**src/rtl/game_pkg.sv**
```systemverilog
// Shared definitions for the game flow controller: state encoding,
// level ceiling and the level thresholds that select obstacle speed.
package game_pkg;

    typedef enum logic [1:0] {
        ST_IDLE      = 2'd0,
        ST_PLAY      = 2'd1,
        ST_LEVEL_UP  = 2'd2,
        ST_GAME_OVER = 2'd3
    } state_t;

    localparam logic [6:0] MAX_LEVEL = 7'd99;

    // First level of each faster speed tier.
    localparam logic [6:0] SPEED_T1 = 7'd4;
    localparam logic [6:0] SPEED_T2 = 7'd7;
    localparam logic [6:0] SPEED_T3 = 7'd10;

    // Maps a level number onto one of four obstacle speed tiers.
    function automatic logic [1:0] speed_tier(input logic [6:0] level);
        if (level >= SPEED_T3)      return 2'd3;
        else if (level >= SPEED_T2) return 2'd2;
        else if (level >= SPEED_T1) return 2'd1;
        else                        return 2'd0;
    endfunction

endpackage

```
**src/rtl/edge_rise.sv**
```systemverilog
// Rising-edge detector. The pulse is registered, so it is high for the one
// clock that follows the edge at which the input was first seen high.
module edge_rise (
    input  logic clk,
    input  logic rst_n,
    input  logic din,
    output logic rise
);

    logic prev_reg;
    logic rise_reg;

    // Remember the previous sample and flag a low-to-high transition.
    always_ff @(posedge clk or negedge rst_n) begin
        if (!rst_n) begin
            prev_reg <= 1'b0;
            rise_reg <= 1'b0;
        end else begin
            prev_reg <= din;
            rise_reg <= din & ~prev_reg;
        end
    end

    assign rise = rise_reg;

endmodule

```
**src/rtl/game_flow_ctrl.sv**
```systemverilog
// Game flow controller: start/play/level-up/game-over sequencing, lives
// bookkeeping, level counter control pulses and display blanking.
module game_flow_ctrl
    import game_pkg::*;
#(
    parameter int LIVES_INIT   = 3,
    parameter int HOLD_CYCLES  = 25_000_000,
    parameter int BLINK_CYCLES = 6_250_000
) (
    input  logic       clk,
    input  logic       rst_n,
    input  logic       i_start,
    input  logic       i_frog_at_top,
    input  logic       i_collision,
    input  logic [6:0] i_level,
    output logic       o_level_inc,
    output logic       o_level_reset,
    output logic       o_frog_reset,
    output logic       o_freeze,
    output logic       o_blank,
    output logic [1:0] o_lives,
    output logic [1:0] o_state,
    output logic [1:0] o_speed_sel
);

    // A one-cycle parameter would give a zero-width counter; keep one bit.
    localparam int HOLD_W  = (HOLD_CYCLES  > 1) ? $clog2(HOLD_CYCLES)  : 1;
    localparam int BLINK_W = (BLINK_CYCLES > 1) ? $clog2(BLINK_CYCLES) : 1;

    localparam logic [HOLD_W-1:0]  HOLD_LOAD  = HOLD_W'(HOLD_CYCLES - 1);
    localparam logic [BLINK_W-1:0] BLINK_LAST = BLINK_W'(BLINK_CYCLES - 1);
    localparam logic [1:0]         LIVES_LOAD = 2'(LIVES_INIT);

    // Bit 0 start, bit 1 frog at top, bit 2 collision.
    logic [2:0] raw_in;
    logic [2:0] rise_vec;
    logic       start_rise;
    logic       top_rise;
    logic       col_rise;

    assign raw_in     = {i_collision, i_frog_at_top, i_start};
    assign start_rise = rise_vec[0];
    assign top_rise   = rise_vec[1];
    assign col_rise   = rise_vec[2];

    genvar gi;
    generate
        for (gi = 0; gi < 3; gi++) begin : g_edge
            edge_rise u_edge (
                .clk   (clk),
                .rst_n (rst_n),
                .din   (raw_in[gi]),
                .rise  (rise_vec[gi])
            );
        end
    endgenerate

    state_t               state_reg,       state_next;
    logic [1:0]           lives_reg,       lives_next;
    logic                 level_inc_reg,   level_inc_next;
    logic                 level_reset_reg, level_reset_next;
    logic                 frog_reset_reg,  frog_reset_next;
    logic                 freeze_reg,      freeze_next;
    logic                 blank_reg,       blank_next;
    logic [1:0]           speed_reg;
    logic [HOLD_W-1:0]    hold_reg,        hold_next;
    logic [BLINK_W-1:0]   blink_reg,       blink_next;

    // State and every output are registered; reset aborts any game at once.
    always_ff @(posedge clk or negedge rst_n) begin
        if (!rst_n) begin
            state_reg       <= ST_IDLE;
            lives_reg       <= 2'd0;
            level_inc_reg   <= 1'b0;
            level_reset_reg <= 1'b0;
            frog_reset_reg  <= 1'b0;
            freeze_reg      <= 1'b1;
            blank_reg       <= 1'b0;
            speed_reg       <= 2'd0;
            hold_reg        <= '0;
            blink_reg       <= '0;
        end else begin
            state_reg       <= state_next;
            lives_reg       <= lives_next;
            level_inc_reg   <= level_inc_next;
            level_reset_reg <= level_reset_next;
            frog_reset_reg  <= frog_reset_next;
            freeze_reg      <= freeze_next;
            blank_reg       <= blank_next;
            speed_reg       <= speed_tier(i_level);
            hold_reg        <= hold_next;
            blink_reg       <= blink_next;
        end
    end

    // Next-state, lives, counters and pulses from the detected input rises.
    always_comb begin
        state_next       = state_reg;
        lives_next       = lives_reg;
        level_inc_next   = 1'b0;
        level_reset_next = 1'b0;
        frog_reset_next  = 1'b0;
        freeze_next      = freeze_reg;
        blank_next       = blank_reg;
        hold_next        = hold_reg;
        blink_next       = blink_reg;

        // Display blinks while frozen in LEVEL_UP or GAME_OVER.
        if (state_reg == ST_LEVEL_UP || state_reg == ST_GAME_OVER) begin
            if (blink_reg == BLINK_LAST) begin
                blink_next = '0;
                blank_next = ~blank_reg;
            end else begin
                blink_next = blink_reg + BLINK_W'(1);
            end
        end

        case (state_reg)
            ST_IDLE, ST_GAME_OVER: begin
                if (start_rise) begin
                    state_next       = ST_PLAY;
                    lives_next       = LIVES_LOAD;
                    level_reset_next = 1'b1;
                    frog_reset_next  = 1'b1;
                    freeze_next      = 1'b0;
                    blank_next       = 1'b0;
                end
            end
            ST_PLAY: begin
                // A collision in the same cycle as reaching the top wins.
                if (col_rise) begin
                    if (lives_reg > 2'd1) begin
                        lives_next      = lives_reg - 2'd1;
                        frog_reset_next = 1'b1;
                    end else begin
                        lives_next  = 2'd0;
                        state_next  = ST_GAME_OVER;
                        freeze_next = 1'b1;
                        blank_next  = 1'b1;
                        blink_next  = '0;
                    end
                end else if (top_rise) begin
                    state_next      = ST_LEVEL_UP;
                    frog_reset_next = 1'b1;
                    level_inc_next  = (i_level < MAX_LEVEL);
                    hold_next       = HOLD_LOAD;
                    freeze_next     = 1'b1;
                    blank_next      = 1'b1;
                    blink_next      = '0;
                end
            end
            ST_LEVEL_UP: begin
                if (hold_reg == '0) begin
                    state_next  = ST_PLAY;
                    freeze_next = 1'b0;
                    blank_next  = 1'b0;
                end else begin
                    hold_next = hold_reg - HOLD_W'(1);
                end
            end
            default: state_next = ST_IDLE;
        endcase
    end

    assign o_state       = state_reg;
    assign o_lives       = lives_reg;
    assign o_level_inc   = level_inc_reg;
    assign o_level_reset = level_reset_reg;
    assign o_frog_reset  = frog_reset_reg;
    assign o_freeze      = freeze_reg;
    assign o_blank       = blank_reg;
    assign o_speed_sel   = speed_reg;

endmodule

```
**config.mk**
```make
export PLATFORM = sky130hd
export DESIGN_NAME = game_flow_ctrl
export DESIGN_NICKNAME = d
export VERILOG_FILES = /design/src/rtl/game_pkg.sv /design/src/rtl/edge_rise.sv /design/src/rtl/game_flow_ctrl.sv
export SDC_FILE = /design/constraint.sdc
export NUM_CORES = 1
export LEC_CHECK = 0
export ABC_AREA = 1
export CAP_MARGIN = 10
export CORE_UTILIZATION = 53
export CTS_BUF_LIST = sky130_fd_sc_hd__clkbuf_4 sky130_fd_sc_hd__clkbuf_8 sky130_fd_sc_hd__clkbuf_16
export CTS_CLUSTER_SIZE = 8
export DETAILED_ROUTE_END_ITERATION = 6
export PLACE_DENSITY = 0.76
export SYNTH_ARGS = -nofsm -noshare
export SYNTH_HDL_FRONTEND = slang
export SYNTH_HIERARCHICAL = 1
export SYNTH_SLANG_ARGS = --single-unit
export TNS_END_PERCENT = 20
```
**constraint.sdc**
```tcl
create_clock -name clk -period 1.9 [get_ports clk]
set_clock_uncertainty 0.15 [all_clocks]
set_input_delay 0.475 -clock clk [delete_from_list [all_inputs] [get_ports clk]]
set_output_delay 0.475 -clock clk [all_outputs]
set_load 0.01 [all_outputs]
```
==> metrics.md, run 1 <==
| Metric | Value |
|---|---|
| Status | complete, no violations |
| Area of the multi-input gates | ~0.0020 mm^2 |
| Hold violation count in the final report | 0 |
| First-pass GRT wire length | 15.3 mm |
| Crit-path max FO | 1 |
| Post-Synth Adder-Cell Area | approximately 2% |
| CTS tree | done |
| CP bufs+invs | 1 |
| Cell Chain, Critical Path | clkdlybuf4s50_1 |
| Initial antenna violation count | 0 |
| Post-synthesis sequential area ratio | 42.5% |
| Data required, critical path | 1.27 ns |
| P&R area growth vs syn | 21.2% |
| Post-synth top flop | dfrtp_1 |
| Main combinational cell family by area after synthesis | simple AND/OR/NAND/NOR gates |
| PortBufs | 22 |
| Met3 WL post-DR | 401 um |
| Post-synthesis register bit count | between 60 and 70 |
| Unrepaired setup endpoints after global routing | yes |
| Type of the worst setup path | flop to output port |
| Post-synth top area cell | dfrtp_1 |
| Number of flip-flops in the largest register | 25 |
| Filler cells | 594 |
| # diodes | 0 |
| Min-delay worst type | flop to flop |
| CTS H-tree lvls | 3 |
| Cells after DPL | 691 |
| GRT Total Usage | between 20% and 30% |
| Reg-to-reg startpoint | o_state[1] |
| Initial drt markers | 255 |
| Final cell count without fillers | around 710 |
| Max Slew Vio Count | 0 |
| Worst setup SP type | flop |
| Critical path arrival | ~1.2 ns |
| Layout cell share with drive strength beyond 1 | 14.8% |
| GRT Residual Overflow | 0 |
| Sum Neg Setup Slack | 0 ns |
| Syn nets | between 500 and 600 |
| Fin crit period | between 1.5 and 2 ns |
| Max Buffers Root-to-Sink | 2 |
| Wirelength, routed | 8.85 mm |
| Post-synth EDFFs | 0 |
| DR pass1 iterations | 5 |
| Compound-Gate Fraction of Synth Area | 3.56% |
| Fmax | 544 MHz |
| Largest cells by area after synthesis | dfrtp_1, nand2_1, nor2_1 |
| CTS root buf | clkbuf_8 |
| Synth warnings | 6 |
| Die W | 87.0 um |
| Average cell area after synthesis | about 6.9 um^2 |
| Register area | 0.00163 mm^2 |
| Post-Synth XOR/XNOR Area | 2.06% |
| Syn Std Cell Area | 0.00383 mm^2 |
| Worst setup EP type | output port |
| Core area | ~0.007 mm^2 |
| Final Net Count | roughly 630 |
| Wl on met1 | around 4.1 mm |
| Delay-heaviest family, CP | buffers and inverters |
| Slew HR | 73.0% |
| Die area | 0.00757 mm^2 |
| CTS sink count | 65 |
| Synth top cells by count | nand2_1, nor2_1, dfrtp_1 |
| Synth top area share | 41.8% |
| Largest net degree at the start of global routing | 29 |
| HP Start | g_edge[2].u_edge/prev_reg |
| Crit-path max cell delay | 0.53 ns |
| Detailed-route DRC error count | 0 |
| Initial Util | 55.5% |
| Setup crit start | o_level_reset |
| Core Rows | 30 |
| # setup viols final | 0 |
| Highest Signal Layer | met4 |
| Mux contribution to synthesized area | 0% |
| Num CTS Buffers | 9 |
| Asr flop ratio synth | 100% |
| Distinct cells, synth | 37 |
| Die Ht | 87.0 um |
| Core Util, Final | slightly below 70% |
| Vias per cell | 5.19 |
| Clock transition at the registers of the reported paths | 0.07 ns |
| Wire length per cell | 12.5 um |
| Power, Total | 0.00581 W |
| Vias after detailed routing | 3678 |
| VDD IR max | 1.21 mV |
| I/O Pins | 23 |
| Remaining antenna violation count | 0 |
| Max-cap violations | 0 |
| HPWL after DPL | 6.49 mm |
| Period utilisation layout | 96.8% |
| Clk Latency, worst-skew pair | roughly 0.35 ns |
| Vias in the first global route | between 3000 and 4000 |
| RePlAce Congestion | 0.925 |
| Most common cell in the synthesized netlist | nand2_1 |
| P_leak | about 2.3 nW |
| Simple-gate area share of the yosys netlist | 42.2% |
| Worst Max-Slew Pin Slew | around 0.4 ns |
| Slowest stage cell on the critical path | clkdlybuf4s50_1 |
| Power Dens Cells | approximately 1300 mW/mm^2 |
| Met2 routed WL | 4.20 mm |
| Post-Syn Instances | 552 |
| Hold WS | 0.261 ns |
[cells in the final DEF, fill, tap and decap left out, drive strengths merged, types with 10 or more instances in the layout]
cell type and count:
buf 31, clkbuf 12, clkdlybuf4s50 15, dfrtp 64
inv 65, nand2 195, nand3 41, nand4 15
nor2 97, nor3 17, o21ai 10
[per-layer routing]
metal	vias up	track usage [%]
met5	-	0
met4	0	9.85
met3	17	5.97
met2	96	42.4
met1	1725	34.3
li1	1840	-
[layout make-up]
cell class | instances | share of cell area, %
Multi-Input combinational cell | 414 | 42.5
Sequential cell | 65 | 35.1
Timing Repair Buffer | 53 | 10.8
Inverter | 65 | 5.31
Clock buffer | 12 | 3.29
Tap cell | 96 | 2.59
Clock inverter | 4 | 0.431
[final timing paths]
kind | to | slack, ns | cells past startpoint
hold / removal | g_edge[2].u_edge/rise | 0.26 | 1
min in group asynchronous | o_level_reset | 0.46 | 2
setup / recovery | o_level_reset | 0.06 | 1
setup reg to reg | blink_reg[8] | 0.08 | 11
hold reg to reg | g_edge[2].u_edge/rise | 0.26 | 1
max in group asynchronous | o_lives[1] | 0.68 | 3
[power by group]
part,internal (W),total (W),switching (W)
Sequential,0.00172,0.00202,0.000295
Combinational,0.00109,0.00275,0.00166
Clock,0.000530,0.00105,0.000520
Total,0.00334,0.00581,0.00247
[kinds of logic (layout without fill, tap and decap cells)]
group | Yosys count | count (layout)
AND/OR/NAND/NOR | 376 | 376
buffers and inverters | 73 | 134
flip-flops | 65 | 65
AO/OA/AOI/OAI | 23 | 23
XOR/XNOR | 9 | 9
adder cells (fa/ha/maj) | 6 | 6
[metrics by stage]
stage | worst slack [ns] | instance area (um^2)
finish | 0.0615 | 4640
global route | -0.0369 | 4640
CTS | 0.00182 | 4580
detailed placement | -0.0233 | 4380
global placement | 0.0413 | 4380
floorplan | 0.0204 | 3830
[worst register-to-register path: stages, from the launching register on]
cell     delay (ns)
dfrtp_1        0.38
buf_4          0.15
ha_4           0.17
nor2_4         0.19
nor2_4         0.08
inv_2          0.07
nor2_2         0.05
nand2_1        0.09
nand2_2        0.10
inv_4          0.12
o21ai_0        0.09
nor2_1         0.14
[timing repair]
action                                 4_1_cts  5_1_grt
setup endpoints to repair                   27       54
endpoints found under the hold margin       10        0
gates resized for setup                      7       19
pin swaps                                    0        4
gates cloned                                 0        0
buffers inserted                             1        0
hold buffers                                 1        0
Power figures use the tool's default switching activity.
==> inputs of run 2 (changes only) <==
--- a/config.mk
+++ b/config.mk
@@ -12,6 +12,7 @@
 export CTS_CLUSTER_SIZE = 8
 export DETAILED_ROUTE_END_ITERATION = 6
 export PLACE_DENSITY = 0.76
+export SLEW_MARGIN = 20
 export SYNTH_ARGS = -nofsm -noshare
 export SYNTH_HDL_FRONTEND = slang
 export SYNTH_HIERARCHICAL = 1
==> results of run 2 <==
The final DEF is identical to that of run 1; final timing and power are the same.
==> inputs of run 3 (changes only) <==
--- a/config.mk
+++ b/config.mk
@@ -9,7 +9,6 @@
 export CAP_MARGIN = 10
 export CORE_UTILIZATION = 53
 export CTS_BUF_LIST = sky130_fd_sc_hd__clkbuf_4 sky130_fd_sc_hd__clkbuf_8 sky130_fd_sc_hd__clkbuf_16
-export CTS_CLUSTER_SIZE = 8
 export DETAILED_ROUTE_END_ITERATION = 6
 export PLACE_DENSITY = 0.76
 export SLEW_MARGIN = 20
==> constraint.sdc (replaced) <==
create_clock -name clk -period 1.9 [get_ports clk]
set_clock_uncertainty 0.15 [all_clocks]
set_input_delay 0.285 -clock clk [delete_from_list [all_inputs] [get_ports clk]]
set_output_delay 0.285 -clock clk [all_outputs]
set_load 0.01 [all_outputs]
==> run 3 against run 2 <==
  * Design area is 0.86% higher
  * Global-route usage down 0.55 points
  * Setup slack worse by 0.0026 ns
  * Register-to-register slack gained 0.04 ns
  * Hold slack worse by 0.0073 ns
  * Die area unchanged
  * Non-clock buffer count unchanged
  * Largest power group unchanged
==> metrics.md, run 3 (synthesis gave the netlist of run 1 again) <==
| Metric | Value |
|---|---|
| Crit-path max cell delay | 0.54 ns |
| Unrepaired setup endpoints after global routing | yes |
| Remaining antenna violation count | 0 |
| Crit-path max FO | 2 |
| Setup slack after layout | roughly 0.059 ns |
| Num CTS Buffers | 9 |
| Initial antenna violation count | 0 |
| Number of flip-flops in the largest register | 25 |
| Data required, critical path | approximately 1.5 ns |
| Die W | 87.0 um |
| # diodes | 0 |
| Clk Latency, worst-skew pair | roughly 0.34 ns |
| Min-delay worst type | input pin to flop |
| CTS tree | done |
| Fin crit period | 1.84 ns |
| Reg-to-reg startpoint | o_state[0] |
| Critical path arrival | 1.41 ns |
| Type of the worst setup path | flop to output port |
| R2R Setup Slk | between 0.1 and 0.15 ns |
| Wirelength, routed | 8.68 mm |
| Commonest non-fill, non-tap cell in the layout | nand2_1 |
| Power Dens Cells | 1260 mW/mm^2 |
| Initial Util | a little under three fifths |
| PortBufs | 22 |
| Dpl ws | 0.0431 ns |
| Cell Chain, Critical Path | clkdlybuf4s50_1 |
| Delay-heaviest family, CP | flip-flops |
| First-pass GRT wire length | 15.0 mm |
| Max Slew Vio Count | 0 |
| Period utilisation layout | 96.9% |
| I/O Pins | 23 |
| DR pass1 iterations | 5 |
| Layout cell share with drive strength beyond 1 | between 15 and 20% |
| Filler cells | 620 |
| Worst setup SP type | flop |
| Final Cell Area | around 0.0047 mm^2 |
| WHS Path Cells | 1 |
| Vias per cell | 5.21 |
| Status | complete, no violations |
| P_leak | 2.27 nW |
| Core Rows | 30 |
| # setup viols final | 0 |
| Register area | approximately 0.0016 mm^2 |
| VDD IR max | 1.40 mV |
| GRT Total Usage | 25.6% |
| HP Start | i_collision |
| P&R area growth vs syn | 22.2% |
| Max Buffers Root-to-Sink | 2 |
| Hold WS | 0.254 ns |
| Slew HR | a little over three fifths |
| Vias in the first global route | 3490 |
| Hold endpoint | g_edge[2].u_edge/prev_reg |
| GRT Residual Overflow | 0 |
| Vias after detailed routing | roughly 3700 |
| Detailed-route DRC error count | 0 |
| Fmax | 543 MHz |
| CTS root buf | clkbuf_8 |
| Worst setup EP type | output port |
| Area of the multi-input gates | 0.00199 mm^2 |
| Die area | 0.00757 mm^2 |
| CTS sink count | 65 |
| Clock transition at the registers of the reported paths | 0.07 ns |
| CTS H-tree lvls | 3 |
| Hold violation count in the final report | 0 |
| Final Net Count | 626 |
| Wire length per cell | 12.2 um |
| Core area | 0.00691 mm^2 |
| Post-placement cell area | approximately 0.0044 mm^2 |
| CP bufs+invs | 1 |
| Worst reg-to-reg path cell count | 11 |
| RePlAce Congestion | between 0.8 and 0.9 |
| Slowest stage cell on the critical path | dfstp_2 |
| Largest net degree at the start of global routing | 29 |
| Most frequent cells in the layout | nand2_1, nor2_1, dfrtp_1 |
| Worst Max-Slew Pin Slew | 0.554 ns |
| FF-to-FF End | blink_reg[22] |
| HPWL after DPL | 6.33 mm |
| Die Ht | 87.0 um |
| Max-cap violations | 0 |
| Initial drt markers | 199 |
==> run 3: changes by cell type in the layout (fill, tap and decap cells not counted), sizes merged <==
cell / previous run / this run
dlygate4sd2: 4 / 0
clkdlybuf4s50: 15 / 21
clkbuf: 12 / 11
dlymetal6s2s: 2 / 0
clkinv: 4 / 3
bufinv: 0 / 1
clkinvlp: 0 / 1
==> run 3: per-stage QoR <==
step | util (%) | TNS, ns | power, W | instances
after floorplan | - | 0 | 0.00373 | 552
after global placement | 63.1 | 0 | 0.00451 | 688
after detailed placement | 63.1 | 0 | 0.00461 | 688
after CTS | 66.1 | 0 | 0.00579 | 705
after global routing | 67.8 | -0.387 | 0.00640 | 709
final | 67.8 | 0 | 0.00588 | 709
==> run 3: layout make-up <==
class                   instances  share of cell area [%]
clock buffers                  11                    2.97
well taps                      96                    2.56
flip-flops and latches         65                    34.8
multi-input cells             414                    42.6
repair buffers                 53                    10.7
inverters                      65                    5.26
clock inverters                 5                    1.20
==> run 3: timing repair <==
| item | CTS | global route |
|---|---|---|
| gates resized for setup | 0 | 26 |
| setup buffers | 0 | 4 |
| endpoints found under the hold margin | 18 | 0 |
| setup endpoints to repair | 0 | 51 |
| hold buffers | 1 | 0 |
==> run 3: worst max path at each step <==
stage,from,endpoint,slack (ns),cells past startpoint
finish,o_freeze,o_freeze,0.06,1
global route,o_state[0],blink_reg[19],-0.09,10
CTS,o_state[0],blink_reg[22],0.01,11
detailed placement,hold_reg[16],hold_reg[7],0.04,9
global placement,o_state[0],blink_reg[20],0.11,11
floorplan,o_state[0],blink_reg[3],0.02,10
==> run 3: where the power goes <==
group	switching, W	leakage [nW]	internal [W]	total [W]
sequential	0.000300	0.828	0.00172	0.00202
clock	0.000542	0.100	0.000633	0.00118
combinational	0.00161	1.34	0.00108	0.00268
==> run 3: routing by layer <==
layer / part of all wire [%] / global-route usage, % / wire length [um] / vias to the layer above
li1: - / - / - / 1840
met1: 45 / 33.2 / 3920 / 1758
met3: 4.0 / 4.83 / 345 / 10
met2: 50 / 43.2 / 4300 / 85
met5: 0 / 0 / 0 / -
met4: 1.3 / 8.33 / 115 / 0
